===== src/rtl/seq_div16.sv =====
// Iterative restoring divider that borrows the shared add/sub unit for every trial subtraction.
// Optional signed operation is compiled in with `define SEQ_DIV_SIGNED_EN.
module seq_div16 #(
    parameter int WIDTH = 16,
    parameter int ITER  = 16
) (
    input  logic             clk,
    input  logic             rst,
    input  logic             start,
    input  logic             is_signed,
    input  logic [WIDTH-1:0] dividend,
    input  logic [WIDTH-1:0] divisor,
    output logic [WIDTH-1:0] add_a,
    output logic [WIDTH-1:0] add_b,
    output logic             add_cin,
    output logic             add_is_sub,
    input  logic [WIDTH-1:0] add_sum,
    input  logic             add_cout,
    output logic             busy,
    output logic             done,
    output logic [WIDTH-1:0] quotient,
    output logic [WIDTH-1:0] remainder,
    output logic             div_by_zero
);

    typedef enum logic [2:0] {
        S_IDLE,
        S_NEG_IN,
        S_RUN,
        S_NEG_OUT,
        S_DONE
    } state_t;

    state_t           r_state;
    logic [4:0]       r_cnt;
    logic [WIDTH-1:0] r_dvd;
    logic [WIDTH-1:0] r_dvs;
    logic [WIDTH-1:0] r_rem;
    logic             r_signed;
    logic             r_neg_q;
    logic             r_neg_r;
    logic [WIDTH-1:0] r_quot_o;
    logic [WIDTH-1:0] r_rem_o;
    logic             r_dz;

    state_t           w_state_nxt;
    logic [4:0]       w_cnt_nxt;
    logic [WIDTH-1:0] w_dvd_nxt;
    logic [WIDTH-1:0] w_dvs_nxt;
    logic [WIDTH-1:0] w_rem_nxt;
    logic             w_accept;
    logic             w_load_out;
    logic             w_dz;
    logic             w_sgn;
    logic [WIDTH-1:0] w_r16;
    logic             w_ok;

`ifdef SEQ_DIV_SIGNED_EN
    assign w_sgn = is_signed;
`else
    assign w_sgn = is_signed & 1'b0;
`endif

    // The 17th bit of the shifted remainder lives in r_rem's MSB; if set, the subtraction always fits.
    assign w_r16 = {r_rem[WIDTH-2:0], r_dvd[WIDTH-1]};
    assign w_ok  = r_rem[WIDTH-1] | add_cout;

    // NOTE: every signal written here gets a default first so no path leaves it unassigned (no latches).
    always_comb begin
        w_state_nxt = r_state;
        w_cnt_nxt   = r_cnt;
        w_dvd_nxt   = r_dvd;
        w_dvs_nxt   = r_dvs;
        w_rem_nxt   = r_rem;
        w_accept    = 1'b0;
        w_load_out  = 1'b0;
        w_dz        = 1'b0;
        add_a       = '0;
        add_b       = '0;
        add_cin     = 1'b0;
        add_is_sub  = 1'b0;

        case (r_state)
            S_IDLE, S_DONE: begin
                if (start) begin
                    w_accept    = 1'b1;
                    w_state_nxt = w_sgn ? S_NEG_IN : S_RUN;
                    w_dvd_nxt   = dividend;
                    w_dvs_nxt   = divisor;
                    w_rem_nxt   = '0;
                    w_cnt_nxt   = '0;
                end else if (r_state == S_DONE) begin
                    w_state_nxt = S_IDLE;
                end
            end

            S_NEG_IN: begin
                add_is_sub = 1'b1;
                add_cin    = 1'b1;
                if (r_cnt == 5'd0) begin
                    add_b = r_dvd;
                    if (r_dvs == '0) begin
                        w_state_nxt = S_DONE;
                        w_load_out  = 1'b1;
                        w_dz        = 1'b1;
                    end else begin
                        if (r_dvd[WIDTH-1]) w_dvd_nxt = add_sum;
                        w_cnt_nxt = 5'd1;
                    end
                end else begin
                    add_b = r_dvs;
                    if (r_dvs[WIDTH-1]) w_dvs_nxt = add_sum;
                    w_cnt_nxt   = '0;
                    w_state_nxt = S_RUN;
                end
            end

            S_RUN: begin
                add_a      = w_r16;
                add_b      = r_dvs;
                add_is_sub = 1'b1;
                add_cin    = 1'b1;
                // Count 0 screens for a zero divisor; counts 1..ITER are the restoring iterations.
                if (r_cnt == 5'd0) begin
                    if (r_dvs == '0) begin
                        w_state_nxt = S_DONE;
                        w_load_out  = 1'b1;
                        w_dz        = 1'b1;
                    end else begin
                        w_cnt_nxt = 5'd1;
                    end
                end else begin
                    w_dvd_nxt = {r_dvd[WIDTH-2:0], w_ok};
                    w_rem_nxt = w_ok ? add_sum : w_r16;
                    if (r_cnt == 5'(ITER)) begin
                        w_cnt_nxt   = '0;
                        w_state_nxt = r_signed ? S_NEG_OUT : S_DONE;
                        w_load_out  = !r_signed;
                    end else begin
                        w_cnt_nxt = r_cnt + 5'd1;
                    end
                end
            end

            S_NEG_OUT: begin
                add_is_sub = 1'b1;
                add_cin    = 1'b1;
                if (r_cnt == 5'd0) begin
                    add_b = r_dvd;
                    if (r_neg_q) w_dvd_nxt = add_sum;
                    w_cnt_nxt = 5'd1;
                end else begin
                    add_b = r_rem;
                    if (r_neg_r) w_rem_nxt = add_sum;
                    w_cnt_nxt   = '0;
                    w_state_nxt = S_DONE;
                    w_load_out  = 1'b1;
                end
            end

            default: w_state_nxt = S_IDLE;
        endcase
    end

    // NOTE: state is updated with non-blocking assignments so every register samples pre-edge values.
    always_ff @(posedge clk or posedge rst) begin
        if (rst) begin
            r_state  <= S_IDLE;
            r_cnt    <= '0;
            r_dvd    <= '0;
            r_dvs    <= '0;
            r_rem    <= '0;
            r_signed <= 1'b0;
            r_neg_q  <= 1'b0;
            r_neg_r  <= 1'b0;
            r_quot_o <= '0;
            r_rem_o  <= '0;
            r_dz     <= 1'b0;
        end else begin
            r_state <= w_state_nxt;
            r_cnt   <= w_cnt_nxt;
            r_dvd   <= w_dvd_nxt;
            r_dvs   <= w_dvs_nxt;
            r_rem   <= w_rem_nxt;
            if (w_accept) begin
                r_signed <= w_sgn;
                r_neg_q  <= w_sgn & (dividend[WIDTH-1] ^ divisor[WIDTH-1]);
                r_neg_r  <= w_sgn & dividend[WIDTH-1];
                r_dz     <= 1'b0;
            end
            // A zero divisor reports all-ones and hands back the untouched dividend.
            if (w_load_out) begin
                r_quot_o <= w_dz ? '1 : w_dvd_nxt;
                r_rem_o  <= w_dz ? r_dvd : w_rem_nxt;
                r_dz     <= w_dz;
            end
        end
    end

    assign busy        = (r_state == S_NEG_IN) || (r_state == S_RUN) || (r_state == S_NEG_OUT);
    assign done        = (r_state == S_DONE);
    assign quotient    = r_quot_o;
    assign remainder   = r_rem_o;
    assign div_by_zero = r_dz;

endmodule


===== config.mk =====
export PLATFORM = sky130hd
export DESIGN_NAME = seq_div16
export DESIGN_NICKNAME = d
export VERILOG_FILES = /design/src/rtl/seq_div16.sv
export SDC_FILE = /design/constraint.sdc
export NUM_CORES = 1
export LEC_CHECK = 0
export CORE_MARGIN = 8
export CORE_UTILIZATION = 45
export DETAILED_ROUTE_END_ITERATION = 8
export PLACE_DENSITY_LB_ADDON = 0.12
export SLEW_MARGIN = 5
export SYNTH_ARGS = -nofsm -noshare
export SYNTH_HDL_FRONTEND = slang
export SYNTH_SLANG_ARGS = --single-unit

===== constraint.sdc =====
create_clock -name clk -period 3.65 [get_ports clk]
set_clock_uncertainty 0.15 [all_clocks]
set_input_delay 0.73 -clock clk [delete_from_list [all_inputs] [get_ports clk]]
set_output_delay 0.73 -clock clk [all_outputs]
set_load 0.005 [all_outputs]

==> results of run 1 <==
[cell type report]
class / instances / area [µm²]
clock buffer: 10 / 239
sequential: 89 / 2230
fill: 1156 / 5130
tap: 172 / 215
inverter: 34 / 129
clock inverter: 6 / 66.3
timing repair buffer: 144 / 1410
multi-input combinational: 465 / 3200
[final timing paths]
kind | start | end | slack, ns | cells after the start
min reg2reg | remainder[13] | remainder[13] | 0.35 | 2
max in group asynchronous | rst | r_state[0] | 1.98 | 3
max reg2reg | r_dvs[15] | quotient[15] | 0.55 | 6
min in group asynchronous | rst | quotient[5] | 0.63 | 2
min | remainder[13] | remainder[13] | 0.35 | 2
max | r_cnt[1] | add_b[14] | 0.11 | 9
[cell usage after synthesis, types with 3 or more instances]
library cell and count:
o21ai_1 5, or3b_2 3, buf_4 6, buf_1 3, a22oi_1 18, o22a_1 15, nand4_1 3, a31oi_1 18
nand2_1 30, a21oi_1 6, dfrtp_1 89, inv_1 33, and2_1 20, buf_2 19, a32oi_1 11, nand4bb_1 7
o21ai_0 55, nand2b_1 3, nor3b_1 3, nand3_1 51, nor4_1 8, o2bb2ai_1 15, o211ai_1 4, clkbuf_1 33
a22o_1 16, buf_6 3, nor2_1 51, mux2i_1 55, o31ai_1 18, or4bb_1 5, a211oi_1 14
[what timing repair did]
| item | in CTS | in global routing |
|---|---|---|
| hold buffers | 0 | 0 |
| gates resized for setup | 2 | 7 |
| endpoints found under the setup margin | 16 | 16 |
| pin swaps | 0 | 2 |
[routing by layer]
layer	routed length, µm	vias to the layer above	share of wire (%)	track usage, %
met1	8520	2791	43	29.8
met4	607	0	3.0	10.6
met3	1250	41	6.2	4.98
li1	-	2620	-	-
met2	9640	216	48	39.4
met5	0	-	0	0
[state kept, by name (all words and copies together) (netlist names)]
| signal | count |
|---|---|
| div_by_zero | 1 |
| quotient | 16 |
| r_cnt | 5 |
| r_dvd | 16 |
| r_dvs | 16 |
| r_rem | 16 |
| r_state | 3 |
| remainder | 16 |
[stage by stage]
stage          util [%]  worst slack [ns]  power, mW  area (µm²)
3_5_place_dp       56.6            0.0620       5.24        7140
5_1_grt            59.3           0.00213       6.70        7490
2_1_floorplan         -             0.463       3.74        5830
3_3_place_gp       56.6            0.0985       5.17        7140
4_1_cts            59.1            0.0137       6.23        7460
6_report           59.3             0.109       6.27        7490
[cells by family after synthesis]
| kind of cell | after synthesis | share of synthesized area, % |
|---|---|---|
| simple gates | 198 | 18.5 |
| mux | 57 | 9.82 |
| buf+inv | 99 | 7.57 |
| fa+ha+maj | 2 | 0.429 |
| flops | 89 | 38.2 |
| compound gates | 208 | 25.5 |
[critical path, cell delays in order, from the launching register on]
cell and delay (ns):
dfrtp_1 0.42, inv_1 0.10, ha_4 0.16, or4b_4 0.48, buf_8 0.19, nand3_1 0.10, o21ai_0 0.08, a22oi_1 0.24
nor2_1 0.07, clkdlybuf4s50_1 0.47
[power groups by stage]
| stage | registers (mW) | logic [mW] | clock network, mW |
|---|---|---|---|
| floorplan | 1.73 | 2.02 | 0 |
| global placement | 1.87 | 3.30 | 0 |
| detailed placement | 1.88 | 3.35 | 0 |
| CTS | 1.87 | 3.38 | 0.976 |
| global route | 1.95 | 3.74 | 1.01 |
| finish | 1.89 | 3.42 | 0.964 |
==> metrics, run 1 <==
Final Non-Filler Cells 920; Leak ~3.1 nW; global-route wire length before repair approximately 31,000 µm; initial antenna violation count 0; WHS 0.347 ns; layout net count between 700 and 800; num rows approximately 40; Async S/R FF share, synth 100%; switching power 2.56 mW; Syn Inst Count 653; Gate power share 54.6%; TritonCTS clock tree built; Area Growth Syn to Fin 28.4%; hold crit path type register to register; pin count of the biggest net entering global routing 53; Post-synth top flop dfrtp_1; CP Capture Type output port; Critical Path Source Type register; # setup viols final 0; syn avg cell area 8.93 µm²; proportion of layout cells with a drive suffix above 1 8.29%; IO Port Bufs 120; DR vias/cell 6.16; clk_lat worst skew 0.35 ns; Sw Ratio 40.9%; wire per inst 21.8 µm; gpl congestion 0.894; status finished clean; CORE AREA 0.0126 mm²; total wire length 20,000 µm; final period utilization 97.0%; Max clock buf depth 2; gr ovfl total 0; CP required between 2 and 3 ns; Initial Util 46.2%; arrival time at the worst endpoint around 2.7 ns; CTS Buf Count 9; CTS root buf clkbuf_16; synth unique cells 57; number of synthesized flops with an enable pin 0; clock network power share roughly 15%; die area 0.0169 mm²; FF+latch count, synth 89; P_int 3.71 mW; initial drt markers about 500; residual DRC count 0; final hold vios 0; worst relative slew slack 52.1%; unrepaired setup endpoints after global routing false; Post-DRT Antenna Nets 0; most common cell after layout, fill and taps aside clkdlybuf4s50_1; sequential share of the synthesized area 38.2%; worst-margin pin slew 0.719 ns; vias in the first global route 5,687; die width 130 µm; Die Y 130 µm; yosys warns 0; crit path kind register to output port; PD cells 838 mW/mm²; Max Freq 282 MHz; TritonRoute pass-1 iters 5; Ant. Diodes 0; placed insts around 900; Clock Pin Slew Worst Setup and Hold Paths 0.07 ns; Post-Syn Nets 708; htree depth 3; IO Count 122; crit path max fanout 28; Vias ~5,700; Slew Limit Fails 0; max cap viols 0; area of the mapped netlist between 0.005 and 0.006 mm²; Yosys top cell by area dfrtp_1; top cell type's share of synthesized area a little under two fifths; clk sinks 89; fin crit period 3.54 ns; commonest cells after routing, fill and taps aside clkdlybuf4s50_1 (119), dfrtp_1 (88), o21ai_0 (55), mux2i_1 (55), nand3_1 (51); sequential power share roughly 30%; setup TNS 0 ns; Total GRT Usage 24.0%; DPL Wire Length between 10,000 and 15,000 µm; Post-CTS Setup Bufs 0; Worst VDD drop 0.000393 V; synth top area cells dfrtp_1 (38%), mux2i_1 (9.4%), o21ai_0 (4.7%)
Power figures use the tool's default switching activity.
==> run 2, diff against run 1 <==
- MAX_ROUTING_LAYER: default -> met4
==> metrics, run 2 (synthesis results as in run 1) <==
initial antenna violation count 0; TritonCTS clock tree built; Vias 5,633; pin count of the biggest net entering global routing 53; dpl cell area approximately 0.0072 mm²; end point of the critical path add_b[15]; WHS 0.356 ns; CP Capture Type output port; unrepaired setup endpoints after global routing false; pre-CTS setup slack about 0.074 ns; Setup crit start r_cnt[1]; Register Area roughly 0.0022 mm²; Worst VDD drop roughly 0.00039 V; R2R Path End quotient[0]; Slew Limit Fails 0; fin area 0.00749 mm²; Max clock buf depth 2; die width 130 µm; fin crit period between 3 and 4 ns; layout net count 802; residual DRC count 0; crit path kind register to output port; Critical Path Source Type register; setup TNS 0 ns; Ant. Diodes 0; worst relative slew slack 53.0%; total power 6.24 mW; status finished clean; initial drt markers slightly above 500; CTS root buf clkbuf_16; TritonRoute pass-1 iters 7; arrival time at the worst endpoint 2.65 ns; Total GRT Usage 24.7%; Die Y approximately 130 µm; Leak 3.10 nW; worst r2r src r_dvs[15]; CORE AREA 0.0126 mm²; total wire length 20,100 µm; PD cells approximately 830 mW/mm²; CTS Buf Count 9; global-route wire length before repair roughly 31,000 µm; gr ovfl total 0; Max Freq 284 MHz; worst-margin pin slew 0.704 ns; IO Count between 100 and 150; Initial Util between 40% and 50%; final period utilization a little over nine tenths; max incr delay on CP 0.50 ns; Post-DRT Antenna Nets 0; R2R cell count 6; Finished Core Util roughly 60%; die area 0.0169 mm²; proportion of layout cells with a drive suffix above 1 just over 8%; final-layout fill cell count 1,187; placed insts 905; Cell Chain, Critical Path inv_1, ha_4, or4b_4, buf_12, nand3_1, o21ai_0, a22oi_1, nor2_1, clkdlybuf4s50_1; num rows between 40 and 50; IO Port Bufs 120; Critical-path top delay cell or4b_4; gpl congestion around 0.89; max cap viols 0; CP required ~2.8 ns; Clock Pin Slew Worst Setup and Hold Paths ~0.06 ns; final hold vios 0; hold crit path type register to register; clk_lat worst skew 0.35 ns; Worst Path Buf+Inv 3; R2R Setup Slk about 0.6 ns; Worst path top cell family by delay buffers and inverters; DR vias/cell between 6 and 7; Final Non-Filler Cells 921; Multi-input gate area ~0.0032 mm²; # setup viols final 0; wire per inst 21.8 µm; DPL Wire Length 14,300 µm; htree depth 3; most common cell after layout, fill and taps aside clkdlybuf4s50_1; Crit path depth 9; commonest cells after routing, fill and taps aside clkdlybuf4s50_1 (119), dfrtp_1 (88), o21ai_0 (55), mux2i_1 (55), nand3_1 (51); Area Growth Syn to Fin 28.4%; crit path max fanout 28; vias in the first global route 5,676; clk sinks 89; fin worst setup slack 0.124 ns
run 2: changes by cell type in the layout (fill, tap and decap cells not counted), sizes merged:
cell | previous run | this run
inv | 34 | 33
clkbuf | 10 | 13
clkinvlp | 3 | 0
buf | 24 | 28
clkinv | 2 | 1
bufinv | 1 | 0
run 2: power by group:
| part | leakage (nW) | total (mW) | internal (mW) | switching [mW] |
|---|---|---|---|---|
| clock | 0.134 | 0.880 | 0.506 | 0.373 |
| combinational | 1.90 | 3.48 | 1.78 | 1.70 |
| sequential | 1.07 | 1.88 | 1.42 | 0.465 |
run 2: worst register-to-register path: stages (launching register included):
cell and delay (ns):
dfrtp_1 0.62, nor4_1 0.45, and4_1 0.56, o211ai_2 0.17, and2_1 0.40, inv_2 0.41, o22a_1 0.21
run 2: repair_timing:
| item | in CTS | in global routing |
|---|---|---|
| gates resized for setup | 2 | 5 |
| hold buffers | 0 | 0 |
| pin swaps | 0 | 1 |
| gates cloned | 0 | 0 |
| buffers inserted | 0 | 3 |
| endpoints found under the setup margin | 16 | 16 |
run 2: worst min path at each step:
stage | start | end | depth (start not counted)
2_1_floorplan | remainder[14] | remainder[14] | 2
4_1_cts | remainder[13] | remainder[13] | 2
3_5_place_dp | remainder[7] | remainder[7] | 2
3_3_place_gp | remainder[13] | remainder[13] | 2
6_report | quotient[11] | quotient[11] | 1
5_1_grt | quotient[10] | quotient[10] | 1
run 2: cell type report:
cell class,count,share of cell area [%]
Inverter,34,1.72
Clock buffer,13,3.61
Sequential cell,89,29.8
Multi-Input combinational cell,465,42.8
Tap cell,172,2.87
Timing Repair Buffer,148,19.3
run 2: routing by layer:
metal	vias to the layer above	share of wire [%]	wire (µm)	global-route usage [%]
li1	2622	-	-	-
met1	2773	43	8730	30.0
met2	195	49	9750	39.8
met3	43	4.6	930	3.18
met4	0	3.4	680	12.3
met5	-	0	0	-
